## config.mk

```make
export PLATFORM = sky130hd
export DESIGN_NAME = core_status
export DESIGN_NICKNAME = d
export VERILOG_FILES = /design/src/rtl/core_status.sv
export SDC_FILE = /design/constraint.sdc
export NUM_CORES = 1
export LEC_CHECK = 0
export ABC_AREA = 1
export BUFFER_PORTS_ARGS = -buffer_cell sky130_fd_sc_hd__buf_2
export CAP_MARGIN = 20
export CELL_PAD_IN_SITES_DETAIL_PLACEMENT = 1
export CELL_PAD_IN_SITES_GLOBAL_PLACEMENT = 2
export CORE_MARGIN = 4
export CORE_UTILIZATION = 22
export DETAILED_ROUTE_END_ITERATION = 10
export GPL_TIMING_DRIVEN = 0
export PLACE_DENSITY = 0.87
export SLEW_MARGIN = 40
export SYNTH_ARGS = -nofsm -noshare
export SYNTH_HDL_FRONTEND = slang
export SYNTH_SLANG_ARGS = --single-unit
```

## constraint.sdc

```tcl
create_clock -name I_clock -period 1.4 [get_ports I_clock]
set_clock_uncertainty 0.15 [all_clocks]
set_input_delay 0.14 -clock I_clock [delete_from_list [all_inputs] [get_ports I_clock]]
set_output_delay 0.14 -clock I_clock [all_outputs]
set_load 0.05 [all_outputs]
```

## src/rtl/core_status.sv

```systemverilog
// -----------------------------------------------------------------------------
// core_status
//
// Processor status (P) register and interrupt-poll stage of the CPU core.
// Sits directly downstream of the ALU: it commits the ALU carry/overflow/
// sign/zero results, executes the flag instructions (CLC/SEC/CLI/SEI/CLV/
// CLD/SED), takes whole-P loads for PLP/RTI, and feeds the stored flags back
// to the ALU. It also synchronises the NMI/IRQ pins and makes the
// per-instruction interrupt decision for the sequencer.
//
// Ports
//   I_clock          core clock, all state changes on the rising edge
//   I_reset_n        asynchronous active-low reset
//   I_ready          cycle enable; low freezes P, i_mask and the poll outputs
//   I_alu_write      commit ALU flags into N, V, Z, C
//   I_alu_carry / I_alu_overflow / I_alu_sign / I_alu_zero   ALU flag results
//   I_p_load         load P from I_data (PLP, RTI pull)
//   I_data[7:0]      pulled status byte
//   I_flag_op[2:0]   0 none, 1 CLC, 2 SEC, 3 CLI, 4 SEI, 5 CLV, 6 CLD, 7 SED
//   I_set_i          force I = 1 (interrupt / BRK entry)
//   I_push_brk       value placed on bit 4 of O_push
//   I_sync           opcode-fetch cycle (instruction boundary)
//   I_int_ack        sequencer has started interrupt entry
//   I_nmi_n, I_irq_n asynchronous active-low interrupt pins
//   O_p[7:0]         stored P with bit 5 = 1, bit 4 = 0
//   O_push[7:0]      stored P with bit 5 = 1, bit 4 = I_push_brk
//   O_carry / O_overflow / O_sign / O_zero   stored C, V, N, Z to the ALU
//   O_int_req        take an interrupt instead of the next opcode
//   O_int_nmi        the pending request is an NMI (valid with O_int_req)
// -----------------------------------------------------------------------------
module core_status #(
  parameter logic [7:0] P_RESET = 8'h24
) (
  input  logic       I_clock,
  input  logic       I_reset_n,
  input  logic       I_ready,
  input  logic       I_alu_write,
  input  logic       I_alu_carry,
  input  logic       I_alu_overflow,
  input  logic       I_alu_sign,
  input  logic       I_alu_zero,
  input  logic       I_p_load,
  input  logic [7:0] I_data,
  input  logic [2:0] I_flag_op,
  input  logic       I_set_i,
  input  logic       I_push_brk,
  input  logic       I_sync,
  input  logic       I_int_ack,
  input  logic       I_nmi_n,
  input  logic       I_irq_n,
  output logic [7:0] O_p,
  output logic [7:0] O_push,
  output logic       O_carry,
  output logic       O_overflow,
  output logic       O_sign,
  output logic       O_zero,
  output logic       O_int_req,
  output logic       O_int_nmi
);

  // Flag-instruction encodings on I_flag_op.
  localparam logic [2:0] FLAG_NONE = 3'd0;
  localparam logic [2:0] FLAG_CLC  = 3'd1;
  localparam logic [2:0] FLAG_SEC  = 3'd2;
  localparam logic [2:0] FLAG_CLI  = 3'd3;
  localparam logic [2:0] FLAG_SEI  = 3'd4;
  localparam logic [2:0] FLAG_CLV  = 3'd5;
  localparam logic [2:0] FLAG_CLD  = 3'd6;
  localparam logic [2:0] FLAG_SED  = 3'd7;

  // Stored status bits. Bits 5 and 4 of P have no storage.
  logic n_r, v_r, d_r, i_r, z_r, c_r;

  // Next-state values for the stored bits.
  logic n_next_s, v_next_s, d_next_s, i_src_s, i_next_s, z_next_s, c_next_s;

  // IRQ mask as seen by the poll: lags stored I by one instruction.
  logic i_mask_r;

  // Interrupt pin synchronisers and NMI edge detection.
  logic nmi_sync1_r, nmi_sync2_r, nmi_prev_r, nmi_pending_r;
  logic irq_sync1_r, irq_sync2_r;
  logic nmi_edge_s;

  // Poll results.
  logic int_req_r, int_nmi_r;

  // Qualified control strobes.
  logic poll_s, ack_s;

  // Bits 5 and 4 of a pulled status byte are discarded.
  logic unused_data_s;
  assign unused_data_s = ^I_data[5:4];

  assign poll_s     = I_ready & I_sync;
  assign ack_s      = I_ready & I_int_ack;
  // Falling edge on the synchronised NMI line.
  assign nmi_edge_s = nmi_prev_r & ~nmi_sync2_r;

  // Next P: p_load beats everything, a flag op beats the ALU bit-by-bit,
  // and I_set_i beats every other source of I.
  always_comb begin
    n_next_s = n_r;
    v_next_s = v_r;
    d_next_s = d_r;
    i_src_s  = i_r;
    z_next_s = z_r;
    c_next_s = c_r;
    if (I_p_load) begin
      n_next_s = I_data[7];
      v_next_s = I_data[6];
      d_next_s = I_data[3];
      i_src_s  = I_data[2];
      z_next_s = I_data[1];
      c_next_s = I_data[0];
    end else begin
      if (I_alu_write) begin
        n_next_s = I_alu_sign;
        v_next_s = I_alu_overflow;
        z_next_s = I_alu_zero;
        c_next_s = I_alu_carry;
      end else begin
        n_next_s = n_r;
        v_next_s = v_r;
        z_next_s = z_r;
        c_next_s = c_r;
      end
      case (I_flag_op)
        FLAG_NONE: begin end
        FLAG_CLC:  c_next_s = 1'b0;
        FLAG_SEC:  c_next_s = 1'b1;
        FLAG_CLI:  i_src_s  = 1'b0;
        FLAG_SEI:  i_src_s  = 1'b1;
        FLAG_CLV:  v_next_s = 1'b0;
        FLAG_CLD:  d_next_s = 1'b0;
        FLAG_SED:  d_next_s = 1'b1;
        default:   begin end
      endcase
    end
    i_next_s = I_set_i ? 1'b1 : i_src_s;
  end

  // Status register: updates only on enabled cycles.
  always_ff @(posedge I_clock or negedge I_reset_n) begin
    if (!I_reset_n) begin
      n_r <= P_RESET[7];
      v_r <= P_RESET[6];
      d_r <= P_RESET[3];
      i_r <= P_RESET[2];
      z_r <= P_RESET[1];
      c_r <= P_RESET[0];
    end else if (I_ready) begin
      n_r <= n_next_s;
      v_r <= v_next_s;
      d_r <= d_next_s;
      i_r <= i_next_s;
      z_r <= z_next_s;
      c_r <= c_next_s;
    end
  end

  // IRQ mask snapshot taken at each instruction boundary; the poll on that
  // same edge still sees the previous snapshot, which gives the one
  // instruction delay of CLI/SEI/PLP on IRQ masking.
  always_ff @(posedge I_clock or negedge I_reset_n) begin
    if (!I_reset_n) begin
      i_mask_r <= 1'b1;
    end else if (poll_s) begin
      i_mask_r <= i_r;
    end
  end

  // Pin synchronisers and NMI previous-value flop; free-running so that NMI
  // edges during stalls are still seen.
  always_ff @(posedge I_clock or negedge I_reset_n) begin
    if (!I_reset_n) begin
      nmi_sync1_r <= 1'b1;
      nmi_sync2_r <= 1'b1;
      nmi_prev_r  <= 1'b1;
      irq_sync1_r <= 1'b1;
      irq_sync2_r <= 1'b1;
    end else begin
      nmi_sync1_r <= I_nmi_n;
      nmi_sync2_r <= nmi_sync1_r;
      nmi_prev_r  <= nmi_sync2_r;
      irq_sync1_r <= I_irq_n;
      irq_sync2_r <= irq_sync1_r;
    end
  end

  // NMI pending latch: a new edge always wins over an acknowledge that
  // lands on the same clock.
  always_ff @(posedge I_clock or negedge I_reset_n) begin
    if (!I_reset_n) begin
      nmi_pending_r <= 1'b0;
    end else if (nmi_edge_s) begin
      nmi_pending_r <= 1'b1;
    end else if (ack_s && int_nmi_r) begin
      nmi_pending_r <= 1'b0;
    end
  end

  // Poll outputs: sampled at the instruction boundary, held until the next
  // boundary or until the sequencer acknowledges entry.
  always_ff @(posedge I_clock or negedge I_reset_n) begin
    if (!I_reset_n) begin
      int_req_r <= 1'b0;
      int_nmi_r <= 1'b0;
    end else if (ack_s) begin
      int_req_r <= 1'b0;
      int_nmi_r <= 1'b0;
    end else if (poll_s) begin
      int_req_r <= nmi_pending_r | (~irq_sync2_r & ~i_mask_r);
      int_nmi_r <= nmi_pending_r;
    end
  end

  // Outputs come straight from stored state; same-cycle writes are never
  // bypassed.
  assign O_p        = {n_r, v_r, 1'b1, 1'b0,       d_r, i_r, z_r, c_r};
  assign O_push     = {n_r, v_r, 1'b1, I_push_brk, d_r, i_r, z_r, c_r};
  assign O_carry    = c_r;
  assign O_overflow = v_r;
  assign O_sign     = n_r;
  assign O_zero     = z_r;
  assign O_int_req  = int_req_r;
  assign O_int_nmi  = int_nmi_r;

endmodule

```

Yosys cells after proc, flatten, opt, wreduce, memory -nomap -nowiden
Index checks and enable logic that the tools add are counted.
Widths: inputs -> output; s select.
Word-level totals
  bits in registers: 15
  input port bits: 26
  bits in read-only memories: 0
  logic and storage cells: 64
  memory bits (writable): 0
  bits in latches: 0
  memories: 0
Operators by class
  bitwise logic cells: 8
  $lt $le $gt $ge: 0
  multiply operators: 0
  mux-type cells: 21
  equality and inequality tests: 7
  $add $sub $neg: 0
  shift-type cells: 0
  reduce and logical (&&, ||, !) cells: 13
  divide/modulo/power cells: 0
Operator list (number)
  $mux 1: 18
  $eq 3x3->1 const B: 4
  $reduce_and 2->1: 5
  $reduce_bool 4->1: 2
  $eq 3x2->1 const B: 2
  $pmux 1 s2: 3
  $reduce_bool 2->1: 3
  $reduce_bool 3->1: 2
  $and 1x1->1: 4
  $eq 3x1->1 const B: 1
  $not 1->1: 3
  $logic_and 1x1->1: 1
  $or 1x1->1: 1

Depth between registers and ports, before layout
Gate-level depths: netlist of the first run.
  depth in word-level cells: 5
  mapped depth: 7
  depth with buffers taken out: 7

Least setup slack after synthesis of the first run
Ideal clock, no wire load.
  path kind: register to output
  start point: reg c_r, in the netlist O_carry
  end point: out O_p[0]
  stages on the path, launching flop included: 2
  path slack: 0.188 ns
  data arrival time: 0.922 ns
  path through: dfrtp_1 > buf_4
RTL lines
  start, declared: line 72  | logic n_r, v_r, d_r, i_r, z_r, c_r;
  start signal, assigned: line 151  | c_r <= P_RESET[0];
  start signal, assigned: line 158  | c_r <= c_next_s;
  end, declared: line 51  | output logic [7:0] O_p,
No word-level cell between the ends.

Final worst setup path of the first run
  start point: reg i_r
  end point: out O_p[2]
RTL lines
  start, declared: line 72
  start signal, assigned: line 149  | i_r <= P_RESET[2];
  start signal, assigned: line 156  | i_r <= i_next_s;
No word-level cell between the ends.

==> flow_summary.ini, run 1 <==
[outcome]
outcome = finished clean

[place]
place_area_mm2 = 0.00109
gp_congestion = 0.802
dp.final_hpwl_um = 1840
io_buffer_count = 41
place_worst_setup_slack_ns = 0.206
dp.cells = 190

[floorplan]
die_h_um = 69.1
core_area_mm2 = 0.00347
num_rows = 21
die_x_um = 69.1
initial_core_util_pct = 23.7
io_pins = 48
die-area_mm2 = 0.00477

[synth]
synth-edff-count = 0
async_reset_ff_share_pct = 100
synthMostInstantiatedCell = nand2_1
yosysUniqueCellTypes = 16
synth_common_cells = nand2_1, buf_4, inv_1
yosys-top-cells-area = dfrtp_1, dfstp_2, buf_4
syn_area_um2 = 821
ys.flop_type = dfrtp_1
yosys.area.top_type_share_pct = 24.4
syn_inst = 102
synth_seq_cells = 15
yosys_warnings = 0
seq_area_frac_synth_pct = 46.8
avgSynthCellArea_um2 = 8.05
synth_top_area_cell = dfrtp_1

[power]
vdd_drop_max_mv = 0.286
seqPwrFrac_pct = 36.3
p_int_uw = 864
pwr-share-clk_pct = 24.1
swShare_pct = 40.1
p_leak_uw = 0.000638
p_sw_uw = 577
p_per_area_mw_per_mm2 = 1210
combPwrFrac_pct = 39.6

[final_layout]
fillerInstances = 447
n_antenna_cell = 0
multi_input_area_um2 = 283
fin_nets = 179
seqCellArea_um2 = 384
area_growth_pct = 44.5
drive_above_1_share_pct = 46.7
fin_area_mm2 = 0.00119
finalNonFillerCells = 198

[global_route]
grt_antenna_before_repair = 0
grt_pass1_wl_um = 3750
overflow = 0
track_usage_pct = 9.70
grt_max_degree = 16
grt_pass1_vias = 808

[sta]
fin_crit_ns = 1.36
setup_violations = 0
finalSetupTns_ns = 0
timing.final.hold_violations = 0
final.setup.worst_slack_ns = 0.0371
timing.final.crit_share_pct = 97.3
maxSlewViolCount = 0
fin_hold_ws_ns = 0.00118
fmax_mhz = 734
grt_setup_unrepaired = no

[worst_setup_path]
crit_fanout = 5
crit_path_end_kind = output port
worstPathRequired_ns = 1.11
worst_r2r_path_depth = 3
cp.arrival_ns = 1.07
cp_cell_sequence = buf_4, buf_6
crit_type = reg2out
crit_slowest_cell = dfstp_2
start_kind = flip-flop
slowest_delay_ns = 0.57

[clocking]
tritoncts = built
cts_max_level = 1
clkLatencyLatePin_ns = 0.24
cts_setup_buffers = 0
cts_buffers = 3
cts_max_path_buffers = 2
cts-root-buf = clkbuf_8
clk_pin_slew_ns = 0.06
clock_sinks = 15

[drt]
routed_wl_um = 2160
dr_total_vias = 807
drc_errors = 0
vias_per_cell = 4.08
wire_per_inst_um = 10.9
first_pass_iters = 2
drtAntennaViolNets = 0
drtIter0Drc = 30

[worst_hold_path]
worst_hold_path_type = in2reg
whs_path_depth = 3

[job]
cap_violations = 0
## registers in the layout, summed over array words and instances, names as in the netlist
name	count
O_carry	1
i_mask_r	1
O_zero	1
irq_sync2_r	1
O_int_req	1
O_int_nmi	1
O_sign	1
nmi_prev_r	1
O_overflow	1
irq_sync1_r	1
nmi_pending_r	1
nmi_sync1_r	1
i_r	1
nmi_sync2_r	1
d_r	1
## worst paths after layout
path	slack [ns]	from	to
setup reg to reg	0.32	i_mask_r$_DFFE_PN1P_	O_int_req$_DFFE_PN0P_
setup / recovery	0.04	i_r$_DFFE_PN1P_	O_p[2]
hold / removal	0.001	I_data[3]	d_r$_DFFE_PN0P_
hold reg to reg	0.21	irq_sync1_r$_DFF_PN1_	irq_sync2_r$_DFF_PN1_
max in group asynchronous	0.63	I_reset_n	nmi_prev_r$_DFF_PN1_
min in group asynchronous	0.18	I_reset_n	O_int_req$_DFFE_PN0P_
## cell families (layout without fill, tap and decap cells)
family	after synthesis	count (layout)	share of synthesized area, %
simple gates	45	45	22.7
buf+inv	26	75	19.2
flops	15	15	46.8
compound gates	14	14	10.4
other cells	2	3	0.915
## cell type report
| class | instances | area share, % |
|---|---|---|
| sequential | 15 | 32.4 |
| multi-input combinational | 62 | 23.8 |
| timing repair buffer | 45 | 21.7 |
| buffer | 16 | 10.1 |
| tap | 46 | 4.85 |
| clock buffer | 3 | 3.48 |
| inverter | 10 | 3.16 |
| clock inverter | 1 | 0.422 |
## critical path: cells and delay by family (launching register included)
| kind | cells | cell delay [ns] |
|---|---|---|
| buffers and inverters | 2 | 0.26 |
| flip-flops | 1 | 0.57 |
## stage by stage
stage          utilization (%)  power [uW]
2_1_floorplan                -         948
3_3_place_gp              31.3        1080
3_5_place_dp              31.3        1090
4_1_cts                   34.1        1460
5_1_grt                   34.2        1530
6_report                  34.2        1440
## metal layers
layer	part of all wire, %	vias to the layer above	global-route usage (%)
met4	1.7	0	4.56
met1	36	375	9.24
met5	0	-	0
met3	7.4	4	3.34
li1	-	407	-
met2	55	21	18.3
## cells in the final DEF, fill, tap and decap left out
master	synthesis	routed
buf_2	0	39
nand2_1	28	28
buf_4	16	16
inv_1	9	9
dfrtp_1	8	8
nand3_1	8	8
o21ai_0	8	8
dfstp_2	7	7
nor2_1	6	6
dlygate4sd3_1	0	4
a31oi_1	3	3
conb_1	2	3
clkbuf_8	0	3
nand4_1	2	2
buf_6	0	2
inv_2	1	1
a21oi_2	1	1
o21ai_2	1	1
or2_0	1	1
o2bb2ai_1	1	1
clkinv_2	0	1
## power groups by stage
stage,registers (uW),logic [uW],clock network (uW)
2_1_floorplan,607,341,0
3_3_place_gp,530,553,0
5_1_grt,532,610,389
4_1_cts,525,577,359
6_report,524,571,347
3_5_place_dp,532,563,0
## timing repair
action,CTS,global route
setup endpoints to repair,2,1
hold buffers,4,0
gates resized for setup,3,1
endpoints found under the hold margin,18,0
(Power assumes the default switching activity.)
==> run 2, diff against run 1 <==
--- a/config.mk
+++ b/config.mk
@@ -5,16 +5,15 @@
 export SDC_FILE = /design/constraint.sdc
 export NUM_CORES = 1
 export LEC_CHECK = 0
-export ABC_AREA = 1
 export BUFFER_PORTS_ARGS = -buffer_cell sky130_fd_sc_hd__buf_2
 export CAP_MARGIN = 20
 export CELL_PAD_IN_SITES_DETAIL_PLACEMENT = 1
 export CELL_PAD_IN_SITES_GLOBAL_PLACEMENT = 2
 export CORE_MARGIN = 4
-export CORE_UTILIZATION = 22
+export CORE_UTILIZATION = 23
 export DETAILED_ROUTE_END_ITERATION = 10
 export GPL_TIMING_DRIVEN = 0
-export PLACE_DENSITY = 0.87
+export PLACE_DENSITY = 0.86
 export SLEW_MARGIN = 40
 export SYNTH_ARGS = -nofsm -noshare
 export SYNTH_HDL_FRONTEND = slang
==> run 2 against run 1 <==
Critical path type unchanged. Register-to-register slack got worse by 0.09 ns. Synthesized cell count decreased by 19%. Clock power decreased by 28%. Sequential share of layout area decreased by 1.1 points. Largest cell class is now buffers. Synthesized area decreased by 1.2%. Clock-buffer cell count increased by 1.
==> flow_summary.ini, run 2 <==
[synth]
synth_seq_cells = 15
synth_top_area_cell = dfrtp_1
yosysUniqueCellTypes = 24
synthMostInstantiatedCell = buf_4
avgSynthCellArea_um2 = 9.77
async_reset_ff_share_pct = 100
yosys-top-cells-area = dfrtp_1, dfstp_2, buf_4
ys.flop_type = dfrtp_1
yosys.area.top_type_share_pct = 24.7
syn_inst = 83
syn_area_um2 = 811
yosys_warnings = 0
synth-edff-count = 0
seq_area_frac_synth_pct = 47.4
synth_common_cells = buf_4, dfrtp_1, nand2_1

[worst_setup_path]
worst_r2r_path_depth = 3
crit_slowest_cell = dfstp_2
r2r_end = i_r$_DFFE_PN1P_
cp.arrival_ns = 1.11
slowest_delay_ns = 0.58
crit_fanout = 4
path_buf_inv = 2
start_kind = flip-flop
r2r_start = i_r$_DFFE_PN1P_
cp_cell_sequence = buf_6, buf_8
crit_path_end_kind = output port
r2r_setup_slack_ns = 0.23
crit_family = flip-flops
crit_type = reg2out
worstPathRequired_ns = 1.11

[sta]
final.setup.worst_slack_ns = 0.00453
fin_crit_ns = 1.40
maxSlewViolCount = 0
fin_hold_ws_ns = 0.0139
fmax_mhz = 717
setup_violations = 0
timing.final.hold_violations = 0
grt_setup_unrepaired = yes
timing.final.crit_share_pct = 99.7

[floorplan]
die_h_um = 67.4
io_pins = 48
die-area_mm2 = 0.00454
initial_core_util_pct = 24.1
die_x_um = 67.4
core_area_mm2 = 0.00336
num_rows = 21

[final_layout]
finalNonFillerCells = 184
fin_nets = 165
area_growth_pct = 51.2
fillerInstances = 423
n_antenna_cell = 0
seqCellArea_um2 = 384
multi_input_area_um2 = 289
drive_above_1_share_pct = 54.3
final_common_cell = buf_2
final_cell_mix = buf_2, buf_4, dfrtp_1, nand2_1
fin_area_mm2 = 0.00123

[drt]
drtIter0Drc = 10
wire_per_inst_um = 11.9
drc_errors = 0
drtAntennaViolNets = 0
routed_wl_um = 2180
first_pass_iters = 4
vias_per_cell = 4.12
dr_total_vias = 758

[worst_hold_path]
worst_hold_path_type = in2reg
hp-start = I_int_ack
whs_path_depth = 4
min_to = O_int_req$_DFFE_PN0P_

[place]
place_area_mm2 = 0.00108
dp.cells = 171
dp.final_hpwl_um = 1760
io_buffer_count = 41
gp_congestion = 0.681
place_worst_setup_slack_ns = 0.191

[clocking]
cts-root-buf = clkbuf_4
clkLatencyLatePin_ns = 0.28
clock_sinks = 15
cts_buffers = 3
cts_max_path_buffers = 2
tritoncts = built
cts_max_level = 1
clk_pin_slew_ns = 0.09

[global_route]
grt_max_degree = 16
grt_pass1_wl_um = 3430
track_usage_pct = 10.3
grt_pass1_vias = 740
overflow = 0
grt_antenna_before_repair = 0

[power]
vdd_drop_max_mv = 0.489
p_leak_uw = 0.000622
p_per_area_mw_per_mm2 = 1150
total_power_uw = 1410

[outcome]
outcome = finished clean

[job]
cap_violations = 0
[run 2: cell types whose count changed after synthesis, moves of 3 or more]
cell     before  now
nand2_1      28    8
nand3_1       8    1
inv_1         9    3
a21oi_1       0    5
a22o_1        0    5
a31oi_1       3    0
nor2b_1       0    3
o21ai_0       8    5
[run 2: metrics by stage]
step,utilization [%],setup TNS (ns)
floorplan,-,0
global placement,32.0,0
detailed placement,32.0,0
CTS,35.7,-0.0169
global route,36.5,-0.111
finish,36.5,0
[run 2: worst max-delay path by stage]
stage	from	end	slack, ns	cells past startpoint
after detailed placement	I_flag_op[2]	O_carry$_DFFE_PN0P_	0.19	5
after floorplan	O_zero$_DFFE_PN0P_	O_p[1]	0.19	1
after global placement	i_r$_DFFE_PN1P_	O_p[2]	0.21	2
after global routing	i_r$_DFFE_PN1P_	O_push[2]	-0.06	2
after CTS	i_r$_DFFE_PN1P_	O_push[2]	-0.01	2
final	i_r$_DFFE_PN1P_	O_push[2]	0.005	2
[run 2: kinds of logic (layout without fill, tap and decap cells)]
group                  count (synthesis)  after routing  synth area share (%)
buffers and inverters                 21             75                  17.4
other                                  2              3                 0.926
AO/OA/AOI/OAI                         23             23                  19.1
AND/OR/NAND/NOR                       18             18                  10.0
flip-flops                            15             15                  47.4
XOR/XNOR                               1              1                  1.08
multiplexers                           3              3                  4.01
[run 2: power by group]
part / leakage (uW) / internal [uW] / switching [uW]
sequential: 0.000169 / 494 / 38.5
combinational: 0.000439 / 233 / 400
clock: 0.0000150 / 111 / 138
total: 0.000622 / 838 / 577
[run 2: layout make-up]
cell class	count	area share [%]
Sequential cell	15	31.3
Inverter	3	0.918
Clock buffer	4	2.14
Buffer	18	11.2
Timing Repair Buffer	50	26.1
Multi-Input combinational cell	48	23.6
Tap cell	46	4.69
[run 2: per-layer routing]
| layer | track usage (%) | vias up | share of wire, % |
|---|---|---|---|
| met5 | 0 | - | 0 |
| met4 | 3.80 | 0 | 1.6 |
| met3 | 3.16 | 5 | 6.7 |
| met2 | 17.8 | 33 | 50 |
| met1 | 12.0 | 348 | 42 |
| li1 | - | 372 | - |
[run 2: tightest hold or removal path, delay by kind of cell]
kind                   cells  cell delay [ns]
AO/OA/AOI/OAI              1             0.07
buffers and inverters      1             0.10
AND/OR/NAND/NOR            2             0.11
[run 2: what timing repair did]
action	CTS	global route
setup endpoints to repair	2	6
gates resized for setup	6	8
buffers inserted	1	1
hold endpoints to repair	20	0
hold buffers	7	0
==> run 3, diff against run 2 <==
==> constraint.sdc (replaced) <==
create_clock -name I_clock -period 1.45 [get_ports I_clock]
set_clock_uncertainty 0.15 [all_clocks]
set_input_delay 0.145 -clock I_clock [delete_from_list [all_inputs] [get_ports I_clock]]
set_output_delay 0.145 -clock I_clock [all_outputs]
set_load 0.05 [all_outputs]
==> run 3 against run 2 <==
Sequential share of layout area increased by 1.2 points. Clock power decreased by 4%. Critical path type is now in2reg. Cell count shrank 1.6%. Global-route usage decreased by 0.28 points.
==> flow_summary.ini, run 3 (synthesized netlist as in run 2, its figures left out) <==
[outcome]
outcome = finished clean

[power]
p_leak_uw = 0.000605
total_power_uw = 1340
vdd_drop_max_mv = 0.474
p_per_area_mw_per_mm2 = 1130

[worst_setup_path]
crit_type = in2reg
crit_fanout = 6
worstPathRequired_ns = 1.48
start_kind = input pin
cp.arrival_ns = 1.45
critPathLaunch = I_flag_op[1]
crit_path_end_kind = flip-flop
r2r_start = i_r$_DFFE_PN1P_

[final_layout]
drive_above_1_share_pct = 54.8
multi_input_area_um2 = 289
area_growth_pct = 45.7
final_common_cell = buf_2
n_antenna_cell = 0
final_cell_mix = buf_2, buf_4, dfrtp_1, nand2_1, dfstp_2
fin_area_mm2 = 0.00118
fillerInstances = 427
seqCellArea_um2 = 384
fin_nets = 162

[worst_hold_path]
worst_hold_path_type = in2reg
hp-start = I_data[3]

[sta]
setup_violations = 0
timing.final.hold_violations = 0
fin_crit_ns = 1.42
fin_hold_ws_ns = 0.0141
timing.final.crit_share_pct = 98.0
grt_setup_unrepaired = yes
finalSetupTns_ns = 0
maxSlewViolCount = 0
fmax_mhz = 704

[floorplan]
initial_core_util_pct = 24.1
die-area_mm2 = 0.00454
num_rows = 21
core_area_mm2 = 0.00336
io_pins = 48
die_h_um = 67.4
die_x_um = 67.4

[place]
gp_congestion = 0.681
io_buffer_count = 41
dp.final_hpwl_um = 1760
place_area_mm2 = 0.00108

[global_route]
grt_antenna_before_repair = 0
grt_max_degree = 16
track_usage_pct = 10.0
grt_pass1_vias = 728
grt_pass1_wl_um = 3340
overflow = 0

[drt]
drc_errors = 0
first_pass_iters = 4
dr_total_vias = 761
drtIter0Drc = 17
wire_per_inst_um = 11.9
vias_per_cell = 4.20
routed_wl_um = 2160
drtAntennaViolNets = 0

[clocking]
cts_buffers = 3
tritoncts = built
cts-root-buf = clkbuf_4
clock_sinks = 15
cts_max_level = 1
clkLatencyLatePin_ns = 0.28
clk_pin_slew_ns = 0.09
cts_max_path_buffers = 2

[job]
cap_violations = 0
run 3: worst paths after layout:
kind | end | slack (ns) | cells past startpoint
worst min-delay path | d_r$_DFFE_PN0P_ | 0.01 | 3
worst max register to register | i_r$_DFFE_PN1P_ | 0.40 | 2
worst max-delay path | O_carry$_DFFE_PN0P_ | 0.03 | 5
worst min register to register | nmi_sync2_r$_DFF_PN1_ | 0.21 | 0
min in group asynchronous | O_int_req$_DFFE_PN0P_ | 0.14 | 2
max in group asynchronous | irq_sync2_r$_DFF_PN1_ | 0.71 | 2
run 3: layer usage:
layer	track usage, %	up-vias	share of wire (%)
met3	3.16	2	7.0
met2	17.5	37	50
met4	3.80	0	1.2
met5	0	-	0
met1	11.4	356	42
li1	-	366	-
run 3: worst max-delay path, stage by stage:
cell and delay, ns:
dlygate4sd3_1 0.52, buf_2 0.16, xnor2_1 0.13, o21ai_1 0.14, mux2_2 0.34
run 3: what timing repair did:
| item | 4_1_cts | 5_1_grt |
|---|---|---|
| setup buffers | 0 | 1 |
| endpoints found under the setup margin | 2 | 2 |
| endpoints found under the hold margin | 19 | 0 |
| gates resized for setup | 4 | 2 |
| hold buffers | 5 | 0 |
run 3: area by class of cell:
| type | instances | area share [%] |
|---|---|---|
| flip-flops and latches | 15 | 32.5 |
| multi-input cells | 48 | 24.5 |
| repair buffers | 47 | 23.9 |
| plain buffers | 18 | 11.0 |
| well taps | 46 | 4.87 |
| clock buffers | 4 | 2.22 |
| inverters | 3 | 0.953 |
run 3: metrics by stage:
| step | util [%] | setup WS (ns) | std cells |
|---|---|---|---|
| 2_1_floorplan | - | 0.233 | 84 |
| 3_3_place_gp | 32.0 | 0.250 | 171 |
| 3_5_place_dp | 32.0 | 0.236 | 171 |
| 4_1_cts | 34.7 | 0.00723 | 180 |
| 5_1_grt | 35.1 | -0.0163 | 181 |
| 6_report | 35.1 | 0.0295 | 181 |
run 3: report_power, final:
part | leakage [uW] | switching [uW] | internal (uW)
sequential | 0.000169 | 36.6 | 477
clock | 0.0000150 | 132 | 107
combinational | 0.000421 | 382 | 204
total | 0.000605 | 550 | 788
